### src/rtl/bit_serializer_pkg.sv
// Shared definitions for the bit serializer: shifter state encoding.
package bit_serializer_pkg;

  typedef enum logic {
    S_IDLE  = 1'b0,
    S_SHIFT = 1'b1
  } state_e;

endpackage

### src/rtl/bit_serializer.sv
// Parallel-to-serial front end: valid/ready word input, one bit per clock out,
// with a one-word hold buffer so back-to-back words stream without a gap.
module bit_serializer
  import bit_serializer_pkg::*;
#(
  parameter int unsigned WIDTH     = 8,
  parameter int unsigned MSB_FIRST = 1
) (
  input  logic             clk,
  input  logic             rst,
  input  logic [WIDTH-1:0] in_data,
  input  logic             in_valid,
  output logic             in_ready,
  output logic             ser_bit,
  output logic             ser_valid,
  output logic             word_done,
  output logic             idle
);

  localparam int unsigned CNT_W = $clog2(WIDTH);
  localparam logic [CNT_W-1:0] CNT_LAST = CNT_W'(WIDTH - 1);

  function automatic logic head_bit(input logic [WIDTH-1:0] w);
    return (MSB_FIRST != 0) ? w[WIDTH-1] : w[0];
  endfunction

  function automatic logic [WIDTH-1:0] advance(input logic [WIDTH-1:0] w);
    return (MSB_FIRST != 0) ? {w[WIDTH-2:0], 1'b0} : {1'b0, w[WIDTH-1:1]};
  endfunction

  state_e           state_q, state_d;
  logic [WIDTH-1:0] shift_q, shift_d;
  logic [CNT_W-1:0] cnt_q, cnt_d;
  logic [WIDTH-1:0] hold_q, hold_d;
  logic             hold_full_q, hold_full_d;
  logic             ser_bit_q, ser_bit_d;
  logic             ser_valid_q, ser_valid_d;
  logic             word_done_q, word_done_d;
  logic             idle_q, idle_d;
  logic             accept;
  logic             last_bit;

  assign in_ready = !hold_full_q && !rst;
  assign accept   = in_valid && in_ready;
  assign last_bit = (state_q == S_SHIFT) && (cnt_q == CNT_LAST);

  always_comb begin
    state_d     = state_q;
    shift_d     = shift_q;
    cnt_d       = cnt_q;
    hold_d      = hold_q;
    hold_full_d = hold_full_q;
    case (state_q)
      S_IDLE: begin
        if (accept) begin
          shift_d = in_data;
          cnt_d   = '0;
          state_d = S_SHIFT;
        end
      end
      S_SHIFT: begin
        if (last_bit) begin
          // A full hold buffer forces in_ready low, so the two reload
          // sources below are mutually exclusive.
          if (hold_full_q) begin
            shift_d     = hold_q;
            cnt_d       = '0;
            hold_full_d = 1'b0;
          end else if (accept) begin
            shift_d = in_data;
            cnt_d   = '0;
          end else begin
            shift_d = '0;
            cnt_d   = '0;
            state_d = S_IDLE;
          end
        end else begin
          shift_d = advance(shift_q);
          cnt_d   = cnt_q + CNT_W'(1);
          if (accept) begin
            hold_d      = in_data;
            hold_full_d = 1'b1;
          end
        end
      end
      default: state_d = S_IDLE;
    endcase

    ser_valid_d = (state_d == S_SHIFT);
    ser_bit_d   = (state_d == S_SHIFT) ? head_bit(shift_d) : 1'b0;
    word_done_d = (state_d == S_SHIFT) && (cnt_d == CNT_LAST);
    idle_d      = (state_d == S_IDLE) && !hold_full_d;
  end

  always_ff @(posedge clk) begin
    if (rst) begin
      state_q     <= S_IDLE;
      shift_q     <= '0;
      cnt_q       <= '0;
      hold_q      <= '0;
      hold_full_q <= 1'b0;
      ser_bit_q   <= 1'b0;
      ser_valid_q <= 1'b0;
      word_done_q <= 1'b0;
      idle_q      <= 1'b1;
    end else begin
      state_q     <= state_d;
      shift_q     <= shift_d;
      cnt_q       <= cnt_d;
      hold_q      <= hold_d;
      hold_full_q <= hold_full_d;
      ser_bit_q   <= ser_bit_d;
      ser_valid_q <= ser_valid_d;
      word_done_q <= word_done_d;
      idle_q      <= idle_d;
    end
  end

  assign ser_bit   = ser_bit_q;
  assign ser_valid = ser_valid_q;
  assign word_done = word_done_q;
  assign idle      = idle_q;

endmodule
### config.mk
export PLATFORM = sky130hd
export DESIGN_NAME = bit_serializer
export DESIGN_NICKNAME = d
export VERILOG_FILES = /design/src/rtl/bit_serializer_pkg.sv /design/src/rtl/bit_serializer.sv
export SDC_FILE = /design/constraint.sdc
export NUM_CORES = 1
export LEC_CHECK = 0
export CAP_MARGIN = 20
export CORE_UTILIZATION = 56
export CTS_BUF_LIST = sky130_fd_sc_hd__clkbuf_2 sky130_fd_sc_hd__clkbuf_4 sky130_fd_sc_hd__clkbuf_8
export CTS_CLUSTER_DIAMETER = 50
export DETAILED_ROUTE_END_ITERATION = 10
export PLACE_DENSITY = 0.92
export SLEW_MARGIN = 15
export SYNTH_ARGS = -nofsm -noshare
export SYNTH_HDL_FRONTEND = slang
export SYNTH_SLANG_ARGS = --single-unit
### constraint.sdc
create_clock -name clk -period 2.25 [get_ports clk]
set_clock_uncertainty 0.15 [all_clocks]
set_input_delay 0.45 -clock clk [delete_from_list [all_inputs] [get_ports clk]]
set_output_delay 0.45 -clock clk [all_outputs]
set_load 0.01 [all_outputs]
==> results by group <==
GRT
  • GRT Overall Usage: 0.245
  • Vias in the first global route: roughly 1000
  • First-pass GRT wire length: around 4500 um
  • Initial antenna violation count: 0
  • Pin count of the biggest net entering global routing: 18
  • Total congestion overflow: 0

Timing
  • TNS Setup: 0 ns
  • Final setup fails: 0
  • Fin. max-slew vios: 0
  • Period utilization: 0.973
  • Fin crit period: 2.19 ns
  • Worst slew margin: 0.717
  • Max frequency: about 460 MHz
  • RSZ-0062 raised after global routing: no
  • Final hold violation count: 0
  • Worst-Margin Slew: between 0.4 and 0.5 ns

Place
  • Port Buf Inserts: 15
  • Routability congestion estimate: around 0.85
  • Dpl cell area: ~1400 um^2
  • Cells after DPL: 174
  • DP HPWL: slightly below 2000 um

Synth
  • Netlist cell types: a little over 40
  • Dominant synthesized flop cell: dfxtp_1
  • Syn avg cell area: around 9 um^2
  • Top cell type's share of synthesized area: 0.399
  • Post-synth ARST share: 0
  • Synth area leader: dfxtp_1
  • EDFF count, synth: 0
  • Simple-gate share of the synthesized area: 0.206
  • Syn_nets: roughly 150
  • Post-synthesis compound-gate area fraction: 0.287
  • Mux cell area share after synthesis: 0.0198
  • Adder-Cell Fraction of Synth Area: 0.0208
  • Mapped Area: around 1200 um^2
  • Sequential share of the synthesized area: 0.399
  • Post-synthesis cell count: about 130
  • Synth Register Bits: 24
  • Synth top area cells: dfxtp_1, a21oi_1, o221a_1
  • Yosys warnings: 0
  • Combinational family with the most area after synthesis: compound AO/OA/AOI/OAI gates
  • Post-synthesis xor/xnor area fraction: 0

Finish
  • Storage cell area: about 480 um^2
  • Final core area utilization: 0.722
  • Filler cell count: between 150 and 200
  • Final instance count without filler cells: 177
  • Most frequent cells in the layout: dfxtp_1, a21oi_1, clkdlybuf4s50_1, nand3_1, buf_4
  • Commonest non-fill, non-tap cell in the layout: dfxtp_1
  • Design area: 1430 um^2
  • Area grow syn2layout: 18.9%
  • Area of the multi-input gates: roughly 640 um^2
  • # nets final: 165
  • Fraction of layout cells with a size suffix above 1: 0.160
  • Antenna Cells: 0

Floorplanning
  • IO Pins: 16
  • Die area: approximately 2300 um^2
  • DIE WIDTH: just under 50 um
  • Core ar.: slightly below 2000 um^2
  • # rows: 16
  • Initial Util: 0.607
  • Die Y: between 40 and 50 um

Drt
  • Via count: between 1000 and 1500
  • First DRT Iteration DRCs: 38
  • ANT nets after route: 0
  • Vias per cell: 6.22
  • Routed WL: approximately 2700 um
  • Post-route DRC: 0
  • DR WL/cell: 15.4 um
  • First-pass detailed-route iteration total: 4

Setup path
  • Critical Path Start: rst
  • CP Class: primary input to output port
  • WP data required: roughly 1.7 ns
  • Crit path DAT: between 1.5 and 2 ns
  • Crit-path max FO: 2
  • Worst r2r src: cnt_q[0]
  • Setup crit end kind: output port
  • Setup crit start kind: primary input

Pwr
  • Tot Pwr: 0.000830 W
  • Pwr Density: ~580 nW/um^2
  • Peak supply drop: ~0.0005 V
  • LEAKAGE: a little over 0.5 nW

Clock network
  • CTS buffer count: 3
  • Worst-Skew Late Latency: 0.32 ns
  • H-tree depth: 1
  • Clock Sinks: 24
  • CTS Buffer Depth: 2
  • CTS tree: yes
  • Root Driver: clkbuf_4
  • Clock Pin Slew Worst Setup and Hold Paths: roughly 0.12 ns
  • # Post-CTS Setup Buffers: 0

Worst hold path
  • Hold Crit Class: flop to flop
  • Worst hold start: hold_q[6]

Flow run
  • Max-cap violation count: 0

Status
  • Outcome: complete, no violations
-- cell families (layout without fill, tap and decap cells) --
family,Yosys count,after routing
simple gates,37,37
compound gates,49,49
fa+ha+maj,2,2
flops,24,24
mux,2,2
buf+inv,18,36
-- layer usage --
layer	up-vias	routed length (um)	GRT usage
met5	-	0	0
met1	518	1220	0.327
li1	526	-	-
met2	50	1320	0.401
met4	0	49	0.113
met3	7	152	0.0220
-- cells in the mapped netlist, drive strengths merged (2+ instances only) --
cell type / count
dfxtp: 24
a21oi: 18
o21ai: 11
nand3: 10
inv: 9
buf: 8
a22o: 5
o221a: 5
nor2: 4
a31oi: 3
nand2: 3
nor2b: 3
nor3b: 3
a311oi: 2
and2: 2
ha: 2
mux2i: 2
nand2b: 2
nor3: 2
or2b: 2
or3b: 2
-- through the flow --
step                hold WS [ns]  setup WS, ns
floorplan                  0.304         0.416
global placement           0.312        0.0770
detailed placement         0.327        0.0914
CTS                        0.344        0.0639
global route               0.369        0.0351
finish                     0.341        0.0597
-- state kept, by name, summed over array words and instances (netlist names) --
signal       count
cnt_q            3
hold_full_q      1
hold_q           8
idle             1
ser_bit          1
ser_valid        1
shift_q          8
word_done        1
-- power breakdown --
group | internal [W] | switching (W)
combinational | 0.0000858 | 0.0000857
clock | 0.0000628 | 0.000125
sequential | 0.000452 | 0.0000189
-- final cells by class --
class	instances	share of cell area
inverter	9	0.0236
tap	27	0.0236
multi-input combinational	90	0.448
timing repair buffer	24	0.152
clock buffer	3	0.0157
sequential	24	0.337
-- critical path, stage by stage --
cell and delay, ns:
clkdlybuf4s50_1 0.44, nor2_1 0.12, clkdlybuf4s50_1 0.58
-- path summary, 6_finish.rpt --
check                            endpoint  slack (ns)  cells after the start
worst max-delay path             in_ready        0.06                      3
worst min-delay path            hold_q[6]        0.34                      2
worst max register to register  hold_q[7]        0.22                      5
worst min register to register  hold_q[6]        0.34                      2
-- repair_timing --
item,CTS,global route
hold buffers,0,0
setup endpoints to repair,0,1
gates resized for setup,0,1
Note: power is estimated with default switching activity, not from simulation.
